`src/rtl/sipo_pkg.sv`:
```
// sipo_pkg: shared types and helpers for the serial-in parallel-out receiver.
//   state_t      : receiver FSM states (S_PARITY reachable only with PARITY_CHECK_EN)
//   PARITY_EVEN  : XOR over {word, parity bit} that marks a good frame
//   cnt_width()  : width of a counter that must hold 0..w
package sipo_pkg;

  typedef enum logic [1:0] {
    S_IDLE   = 2'd0,
    S_SHIFT  = 2'd1,
    S_PARITY = 2'd2
  } state_t;

  localparam logic PARITY_EVEN = 1'b0;

  function automatic int cnt_width(input int w);
    return $clog2(w + 1);
  endfunction

endpackage

```
`src/rtl/sipo_deserializer_if.sv`:
```
// sipo_deserializer_if: serial input side and parallel handshake side of the receiver.
//   SI, SE, CLR : serial data, shift enable, synchronous clear (driven by master)
//   P, P_VALID  : registered parallel word and its valid flag (driven by slave)
//   P_READY     : consumer accept (driven by master)
//   OVERRUN     : sticky dropped-word flag, PERR : parity error of current P
// Modports: master = link/consumer side, slave = receiver.
interface sipo_deserializer_if #(
  parameter int WIDTH = 4
);

  logic             SI;
  logic             SE;
  logic             CLR;
  logic             P_READY;
  logic [WIDTH-1:0] P;
  logic             P_VALID;
  logic             OVERRUN;
  logic             PERR;

  modport master (
    output SI, SE, CLR, P_READY,
    input  P, P_VALID, OVERRUN, PERR
  );

  modport slave (
    input  SI, SE, CLR, P_READY,
    output P, P_VALID, OVERRUN, PERR
  );

endinterface

```
`src/rtl/sipo_shift_core.sv`:
```
// sipo_shift_core: shift register and bit counter of the receiver.
//   clk, reset : clock, async active-low reset
//   clr        : synchronous clear of SR and CNT (wins over shift_en)
//   shift_en   : shift SI into SR and advance CNT
//   si         : serial data
//   sr         : current shift register contents
//   sr_next    : SR as it will look after this edge's shift (final-bit word)
//   done       : this edge shifts the last bit of a word; CNT wraps to 0
module sipo_shift_core
  import sipo_pkg::*;
#(
  parameter int WIDTH     = 4,
  parameter bit MSB_FIRST = 1'b1
) (
  input  logic             clk,
  input  logic             reset,
  input  logic             clr,
  input  logic             shift_en,
  input  logic             si,
  output logic [WIDTH-1:0] sr,
  output logic [WIDTH-1:0] sr_next,
  output logic             done
);

  localparam int CW = cnt_width(WIDTH);

  logic [CW-1:0] cnt;

  generate
    if (MSB_FIRST) begin : g_msb
      assign sr_next = {sr[WIDTH-2:0], si};
    end else begin : g_lsb
      assign sr_next = {si, sr[WIDTH-1:1]};
    end
  endgenerate

  assign done = shift_en && (cnt == CW'(WIDTH - 1));

  always_ff @(posedge clk or negedge reset) begin
    if (!reset) begin
      sr  <= '0;
      cnt <= '0;
    end else if (clr) begin
      sr  <= '0;
      cnt <= '0;
    end else if (shift_en) begin
      sr  <= sr_next;
      cnt <= done ? '0 : cnt + CW'(1);
    end
  end

endmodule

```
`src/rtl/sipo_deserializer.sv`:
```
// sipo_deserializer: serial-in parallel-out receiver with valid/ready delivery.
//   clk, reset : clock, async active-low reset
//   bus        : sipo_deserializer_if slave (SI/SE/CLR in, P/P_VALID/OVERRUN/PERR out,
//                P_READY in)
// Parameters: WIDTH (>= 2), MSB_FIRST (1: first bit lands in P[WIDTH-1]).
// Build option: define PARITY_CHECK_EN to expect an even-parity bit after each
// word; the word is then delivered on the parity edge and PERR reports the check.
// Without it PERR is always 0.
module sipo_deserializer
  import sipo_pkg::*;
#(
  parameter int WIDTH     = 4,
  parameter bit MSB_FIRST = 1'b1
) (
  input logic               clk,
  input logic               reset,
  sipo_deserializer_if.slave bus
);

  state_t           state_q, state_d;
  logic [WIDTH-1:0] sr, sr_next;
  logic             done;
  logic             shift_en;
  logic             load;
  logic [WIDTH-1:0] load_word;
  logic             load_perr;
  logic [WIDTH-1:0] p_q;
  logic             p_valid_q;
  logic             overrun_q;
  logic             perr_q;

  // The parity bit must not enter SR: the completed word is held there until
  // the parity edge delivers it.
  assign shift_en = bus.SE && (state_q != S_PARITY);

  sipo_shift_core #(
    .WIDTH     (WIDTH),
    .MSB_FIRST (MSB_FIRST)
  ) u_core (
    .clk      (clk),
    .reset    (reset),
    .clr      (bus.CLR),
    .shift_en (shift_en),
    .si       (bus.SI),
    .sr       (sr),
    .sr_next  (sr_next),
    .done     (done)
  );

  always_ff @(posedge clk or negedge reset) begin
    if (!reset) state_q <= S_IDLE;
    else        state_q <= state_d;
  end

  always_comb begin
    state_d   = state_q;
    load      = 1'b0;
    load_word = sr_next;
    load_perr = 1'b0;
    case (state_q)
      S_IDLE: begin
        if (bus.SE) state_d = S_SHIFT;
      end
      S_SHIFT: begin
        if (done) begin
`ifdef PARITY_CHECK_EN
          state_d = S_PARITY;
`else
          state_d = S_IDLE;
          load    = 1'b1;
`endif
        end
      end
      S_PARITY: begin
        if (bus.SE) begin
          state_d   = S_IDLE;
          load      = 1'b1;
          load_word = sr;
`ifdef PARITY_CHECK_EN
          load_perr = (^{sr, bus.SI}) ^ PARITY_EVEN;
`endif
        end
      end
      default: state_d = S_IDLE;
    endcase
    if (bus.CLR) begin
      state_d = S_IDLE;
      load    = 1'b0;
    end
  end

  // A completing word is taken if the slot is empty or being accepted on the
  // same edge; otherwise it is dropped and the overrun flag latches.
  always_ff @(posedge clk or negedge reset) begin
    if (!reset) begin
      p_q       <= '0;
      p_valid_q <= 1'b0;
      overrun_q <= 1'b0;
      perr_q    <= 1'b0;
    end else if (bus.CLR) begin
      p_valid_q <= 1'b0;
      overrun_q <= 1'b0;
      perr_q    <= 1'b0;
    end else if (load) begin
      if (!p_valid_q || bus.P_READY) begin
        p_q       <= load_word;
        p_valid_q <= 1'b1;
        perr_q    <= load_perr;
      end else begin
        overrun_q <= 1'b1;
      end
    end else if (p_valid_q && bus.P_READY) begin
      p_valid_q <= 1'b0;
      perr_q    <= 1'b0;
    end
  end

  assign bus.P       = p_q;
  assign bus.P_VALID = p_valid_q;
  assign bus.OVERRUN = overrun_q;
  assign bus.PERR    = perr_q;

endmodule
```
`src/flat_wrapper.sv`:
```
// flat-port wrapper written by rule: the top's interface ports become plain ports
module sipo_deserializer_flat import sipo_pkg::*;
#(
  parameter int WIDTH     = 4,
  parameter bit MSB_FIRST = 1'b1
)
  (clk, reset, bus_SI, bus_SE, bus_CLR, bus_P_READY, bus_P, bus_P_VALID, bus_OVERRUN, bus_PERR);
  sipo_deserializer_if #(.WIDTH(WIDTH)) bus_i ();
  input logic clk;
  input logic reset;
  input wire logic [$bits(bus_i.SI)-1:0] bus_SI;
  input wire logic [$bits(bus_i.SE)-1:0] bus_SE;
  input wire logic [$bits(bus_i.CLR)-1:0] bus_CLR;
  input wire logic [$bits(bus_i.P_READY)-1:0] bus_P_READY;
  output wire logic [$bits(bus_i.P)-1:0] bus_P;
  output wire logic [$bits(bus_i.P_VALID)-1:0] bus_P_VALID;
  output wire logic [$bits(bus_i.OVERRUN)-1:0] bus_OVERRUN;
  output wire logic [$bits(bus_i.PERR)-1:0] bus_PERR;
  assign bus_i.SI = bus_SI;
  assign bus_i.SE = bus_SE;
  assign bus_i.CLR = bus_CLR;
  assign bus_i.P_READY = bus_P_READY;
  assign bus_P = bus_i.P;
  assign bus_P_VALID = bus_i.P_VALID;
  assign bus_OVERRUN = bus_i.OVERRUN;
  assign bus_PERR = bus_i.PERR;
  sipo_deserializer #(.WIDTH(WIDTH), .MSB_FIRST(MSB_FIRST)) u_core (.clk(clk), .reset(reset), .bus(bus_i));
endmodule
```
`config.mk`:
```
export PLATFORM = sky130hd
export DESIGN_NAME = sipo_deserializer_flat
export DESIGN_NICKNAME = d
export VERILOG_FILES = /design/src/rtl/sipo_pkg.sv /design/src/rtl/sipo_deserializer_if.sv /design/src/rtl/sipo_shift_core.sv /design/src/rtl/sipo_deserializer.sv /design/src/flat_wrapper.sv
export SDC_FILE = /design/constraint.sdc
export NUM_CORES = 1
export LEC_CHECK = 0
export CAP_MARGIN = 20
export CORE_ASPECT_RATIO = 0.75
export CORE_MARGIN = 5
export CORE_UTILIZATION = 25
export DETAILED_ROUTE_END_ITERATION = 10
export GPL_TIMING_DRIVEN = 0
export HOLD_SLACK_MARGIN = 0.12
export PLACE_DENSITY = 0.5
export SLEW_MARGIN = 20
export SYNTH_ARGS = -nofsm -noshare
export SYNTH_HDL_FRONTEND = slang
export SYNTH_SLANG_ARGS = --single-unit
export TNS_END_PERCENT = 20
```
`constraint.sdc`:
```
create_clock -name clk -period 2 [get_ports clk]
set_input_delay 0.3 -clock clk [delete_from_list [all_inputs] [get_ports clk]]
set_output_delay 0.3 -clock clk [all_outputs]
set_load 0.01 [all_outputs]
```
# Yosys cells after proc, flatten, opt, wreduce, memory -nomap -nowiden
# Index checks and enable logic that the tools add are counted.
[op_classes] eq_ne=9 mux=26 n_bitwise=1 addsub=1 n_reduce_logical=13
[op_table] cell="2-to-1 mux 4 bit" count=4
[op_table] cell="2-to-1 mux 1 bit" count=13
[op_table] cell="!= test 3 bit, second input constant" count=4
[op_table] cell="2-to-1 mux 3 bit" count=3
[op_table] cell="2-to-1 mux 2 bit" count=4
[op_table] cell="case mux 2 bit (3 select lines)" count=1
[op_table] cell="AND reduction 3 bit" count=2
[op_table] cell="!= test 2 bit, second input constant" count=2
[op_table] cell="AND reduction 2 bit" count=2
[op_table] cell="nonzero test 2 bit" count=2
[op_table] cell="adder 3 x 1 -> 3 bit, second input constant" count=1
[op_table] cell="== test 3 x 2 -> 1 bit, second input constant" count=1
[op_table] cell="logical AND 1 bit" count=3
[op_table] cell="nonzero test 3 bit" count=1
[op_table] cell="== test 2 x 1 -> 1 bit, second input constant" count=1
[op_table] cell="== test 2 bit, second input constant" count=1
[op_table] cell="logical NOT 2 bit" count=1
[op_table] cell="case mux 1 bit (2 select lines)" count=1
[op_table] cell="logical NOT 1 bit" count=1
[op_table] cell="logical OR 1 bit" count=1
[op_table] cell="inverter 1 bit" count=1
[word_totals] elab_cells=57 reg_bits=16 input_bits=6

# Depth between registers and ports, before layout
[depth] ltp_word=8 mapped_depth=4

# Modules after synthesis
# Synthesis repeated with hierarchy kept, for this count alone.
[unflattened] hier_cells=54 area_unflattened_um2=650.6
[by_module_without_submodules] module="sipo_shift_core" instances=1 seq_area_each_um2=175.2 area_per_inst_um2=349.1 cells_each=31
[by_module_without_submodules] module="sipo_deserializer" instances=1 seq_area_each_um2=175.2 area_per_inst_um2=301.5 cells_each=23

# Worst setup path before layout
# OpenSTA, ideal clock, no wires.
[synth_path] kind="register to register" start="reg u_core.u_core.cnt[0]" end="reg u_core.p_q[0] (netlist: u_core.bus.P[0])" path_slack_ns=0.513 t_arrival_ns=1.362 period_less_slack_ns=1.487 path_stages_with_launch=5 t_required_ns=1.875 setup_time_ns=0.125 path_cell_list="dfrtp_1 -> ha_1 -> and4b_4 -> nor3b_4 -> mux2_2"
[synth_between] elab_chain_cells=6
[synth_lines] item="start: declaration" line_no="sipo_shift_core.sv:27" source="logic [CW-1:0] cnt;"
[synth_lines] item="start signal: assignment" line_no="sipo_shift_core.sv:48" source="cnt <= done ? '0 : cnt + CW'(1);"
[synth_lines] item="== test 3 x 2 -> 1 bit" line_no="sipo_shift_core.sv:37" source="assign done = shift_en && (cnt == CW'(WIDTH - 1));"
[synth_lines] item="logical AND 1 bit" line_no="sipo_shift_core.sv:37"
[synth_lines] item="2-to-1 mux 1 bit" line_no="sipo_deserializer.sv:65" source="if (done) begin"
[synth_lines] item="case mux 1 bit (2 select lines)" line_no="sipo_deserializer.sv:60" source="case (state_q)"
[synth_lines] item="2-to-1 mux 1 bit" line_no="sipo_deserializer.sv:86" source="if (bus.CLR) begin"
[synth_lines] item="AND reduction 3 bit (no source line)"
[synth_lines] item="end signal: assignment" line_no="sipo_deserializer.sv:106" source="p_q <= load_word;"
[synth_lines] item="end: declaration" line_no="sipo_deserializer.sv:27" source="logic [WIDTH-1:0] p_q;"
# Every way passes these cells.
# A chain may end at the register's enable or synchronous reset.

# Worst setup path after layout
[layout_path] start="reg u_core.u_core.cnt[0]" end="reg u_core.p_q[3] (netlist: u_core.bus.P[3])"
# The elaborated chain is that of the path after synthesis.

==> out/metrics.csv <==
stage,metric,value,unit
run_status,status,"complete, no violations",
detailed_routing,via count,364,
worst_setup_path,Slowest cell on crit path,dfrtp_1,
global_routing,global-route wire length before repair,1640,um
worst_setup_path,worst-path maximum fanout,4,
worst_setup_path,CP Capture Type,flip-flop,
cts,CTS tree,done,
logic_synthesis,cell count after synthesis,45,
logic_synthesis,"Seq/Total Area, Yosys",58.0,%
logic_synthesis,Synth area leader,dfrtp_1,
worst_setup_path,reg2reg path depth,4,
final_layout,share of cells above drive strength 1,19.0,%
cts,Num CTS Buffers,3,
global_routing,initial antenna violation count,0,
global_routing,GRT overflow,0,
timing,WHS,0.254,ns
worst_setup_path,crit-path max cell delay,0.38,ns
worst_setup_path,Crit path buffers/inverters,0,
pwr,Comb power frac,9.5,%
detailed_routing,DR DRC count,0,
timing,Sum Neg Setup Slack,0,ns
worst_setup_path,Worst Path Required,2.17,ns
worst_setup_path,r2r endpoint,u_core.bus.P[3],
timing,RSZ-0062 raised after global routing,false,
cts,Root Driver,clkbuf_4,
timing,setup ws final,0.376,ns
logic_synthesis,Yosys reg bits,13,
timing,Worst Max-Slew Pin Slew,0.597,ns
detailed_routing,DRT antenna net count,0,
die,Ports,13,
die,Core Rows,14,
timing,"Setup violations, final",0,
timing,Final Hold Vio Count,0,
pwr,clock power share,33.4,%
logic_synthesis,Syn Area/Cell,12.5,um2
timing,relative slew slack,60.1,%
timing,Post-Route Skew,0.000465,ns
job,Max Cap Viol,0,
cts,maximum clock insertion buffer count,2,
worst_setup_path,crit path DAT,1.79,ns
detailed_routing,drt first pass iters,4,
global_routing,aggregate global-route resource usage,6.86,%
cts,post_cts resized,0,
timing,Final Critical Period,1.62,ns
die,Die Area,3300,um2
pwr,maximum VDD drop,0.000251,V
logic_synthesis,Cell variety after synth,19,
placement,Final GP Congestion,0.642,
placement,IO Port Bufs,9,
logic_synthesis,Syn Std Cell Area,561,um2
die,initial core utilization,27.1,%
die,chip width,64.7,um
detailed_routing,via density per instance,4.44,
die,Core Region,2070,um2
worst_setup_path,CP Launch Type,flip-flop,
timing,Pins Over Slew Limit,0,
pwr,total chip power,488,uW
pwr,sequential share of power,57.1,%
cts,H-Tree Depth,1,
pwr,Sw Ratio,23.4,%
pwr,leakage,0.319,nW
timing,fin crit share,81.2,%
cts,clk_lat worst skew,0.27,ns
worst_setup_path,FF-to-FF setup slack,0.38,ns
global_routing,vias in the first global route,322,
cts,"CTS clk-pin slew, worst paths",0.08,ns
worst_setup_path,critical path's top delay family,simple AND/OR/NAND/NOR gates,
final_layout,synth-to-layout area growth,26.1,%
detailed_routing,Routed WL per cell,12.2,um
final_layout,"most common cell after layout, fill and taps aside",dfrtp_1,
final_layout,Nets,66,
worst_setup_path,RR Startpoint,u_core.u_core.cnt[0],
logic_synthesis,share of the synthesized area in the top cell type,58.0,%
worst_hold_path,Hold Path Depth,2,
pwr,PD cells,690,nW/um2
detailed_routing,Routed WL,1000,um
placement,pre-CTS WS,0.371,ns
worst_hold_path,worst hold path class,primary input to flip-flop,
pwr,Switch Pwr,114,uW
die,Die Y-Extent,51.0,um
worst_hold_path,Min-Delay Endpoint,u_core.u_core.cnt[2],
logic_synthesis,warnings from Yosys,0,
placement,post-DP HPWL,717,um
pwr,Pint,373,uW
global_routing,pin count of the biggest net entering global routing,14,
worst_hold_path,min-delay src,bus_SE,
detailed_routing,violation count after the first detailed-route iteration,12,
logic_synthesis,syn nets,52,
cts,hold_buf cts,0,
final_layout,Antenna Cells,0,
worst_setup_path,worst-path cell chain,ha_1 > and4b_4 > nor3b_4 > mux2_2,
final_layout,"commonest non-fill, non-tap cells in the layout","dfrtp_1, clkdlybuf4s50_1, nor2_1, mux2_2",
cts,clk sinks,13,
worst_setup_path,Crit Path Class,flip-flop to flip-flop,
cts,Setup Buffers After CTS,0,
logic_synthesis,synth top area cells,"dfrtp_1, mux2_2, mux2i_1",
timing,Max Fclk,616,MHz
==> final cells by class <==
type                       count  area [um2]
tap                           24        30.0
multi-input combinational     27         205
timing repair buffer           9        90.1
buffer                         3        22.5
inverter                       2        7.51
sequential                    13         325
fill                         220        1360
clock buffer                   4        26.3
==> synthesized netlist by cell type (all sizes together) <==
master / n
nor3b: 1
xnor2: 1
ha: 1
nor3: 1
nand2b: 1
and4b: 1
conb: 1
clkbuf: 1
nor2: 8
a211oi: 1
dfrtp: 13
nor2b: 1
a21oi: 2
mux2i: 3
o211ai: 1
buf: 2
mux2: 4
inv: 2
==> registers in the layout (all words and copies together) (netlist names) <==
name,cells
u_core.state_q,1
u_core.bus.P_VALID,1
u_core.u_core.cnt,3
u_core.u_core.sr,3
u_core.bus.OVERRUN,1
u_core.bus.P,4
==> per-layer routing <==
| layer | wire length (um) | up-vias | GRT usage, % |
|---|---|---|---|
| li1 | - | 175 | - |
| met1 | 546 | 173 | 9.62 |
| met2 | 340 | 16 | 7.36 |
| met3 | 116 | 0 | 5.70 |
| met4 | 0 | 0 | 2.11 |
| met5 | 0 | - | 0 |
==> worst max path at each step <==
stage	from	end	slack, ns	cells past startpoint
after floorplan	u_core.u_core.cnt[0]	u_core.bus.P[0]	0.51	4
after global placement	u_core.u_core.cnt[0]	u_core.bus.P[1]	0.37	4
after detailed placement	u_core.u_core.cnt[0]	u_core.bus.P[1]	0.37	4
after CTS	u_core.u_core.cnt[0]	u_core.bus.P[1]	0.35	4
after global routing	u_core.u_core.cnt[0]	u_core.bus.P[0]	0.28	4
final	u_core.u_core.cnt[0]	u_core.bus.P[3]	0.38	4
==> power groups by stage <==
| stage | clock (mW) | sequential (mW) | combinational [mW] |
|---|---|---|---|
| 6_report | 0.163 | 0.278 | 0.0463 |
| 5_1_grt | 0.182 | 0.280 | 0.0522 |
| 4_1_cts | 0.171 | 0.278 | 0.0473 |
| 3_5_place_dp | 0 | 0.284 | 0.0475 |
| 3_3_place_gp | 0 | 0.283 | 0.0469 |
| 2_1_floorplan | 0 | 0.283 | 0.0257 |
==> worst register-to-register path, stage by stage, from the launching register on <==
cell     delay, ns
dfrtp_1       0.38
ha_1          0.21
and4b_4       0.27
nor3b_4       0.29
mux2_2        0.37
==> metrics by stage <==
step / util [%] / area, um2 / instances
floorplan: - / 561 / 45
global placement: 32.9 / 681 / 78
detailed placement: 32.9 / 681 / 78
CTS: 34.2 / 707 / 82
global route: 34.2 / 707 / 82
finish: 34.2 / 707 / 82
==> cells by family (layout without fill, tap and decap cells) <==
logic type      after synthesis  after routing  synth area share, %
compound gates                4              4                 4.47
xor+xnor                      1              1                 1.56
simple gates                 13             13                 14.3
fa+ha+maj                     1              1                 2.23
other cells                   1              1                0.669
flops                        13             13                 58.0
buf+inv                       5             18                 5.36
mux                           7              7                 13.4
(Power assumes the default switching activity.)
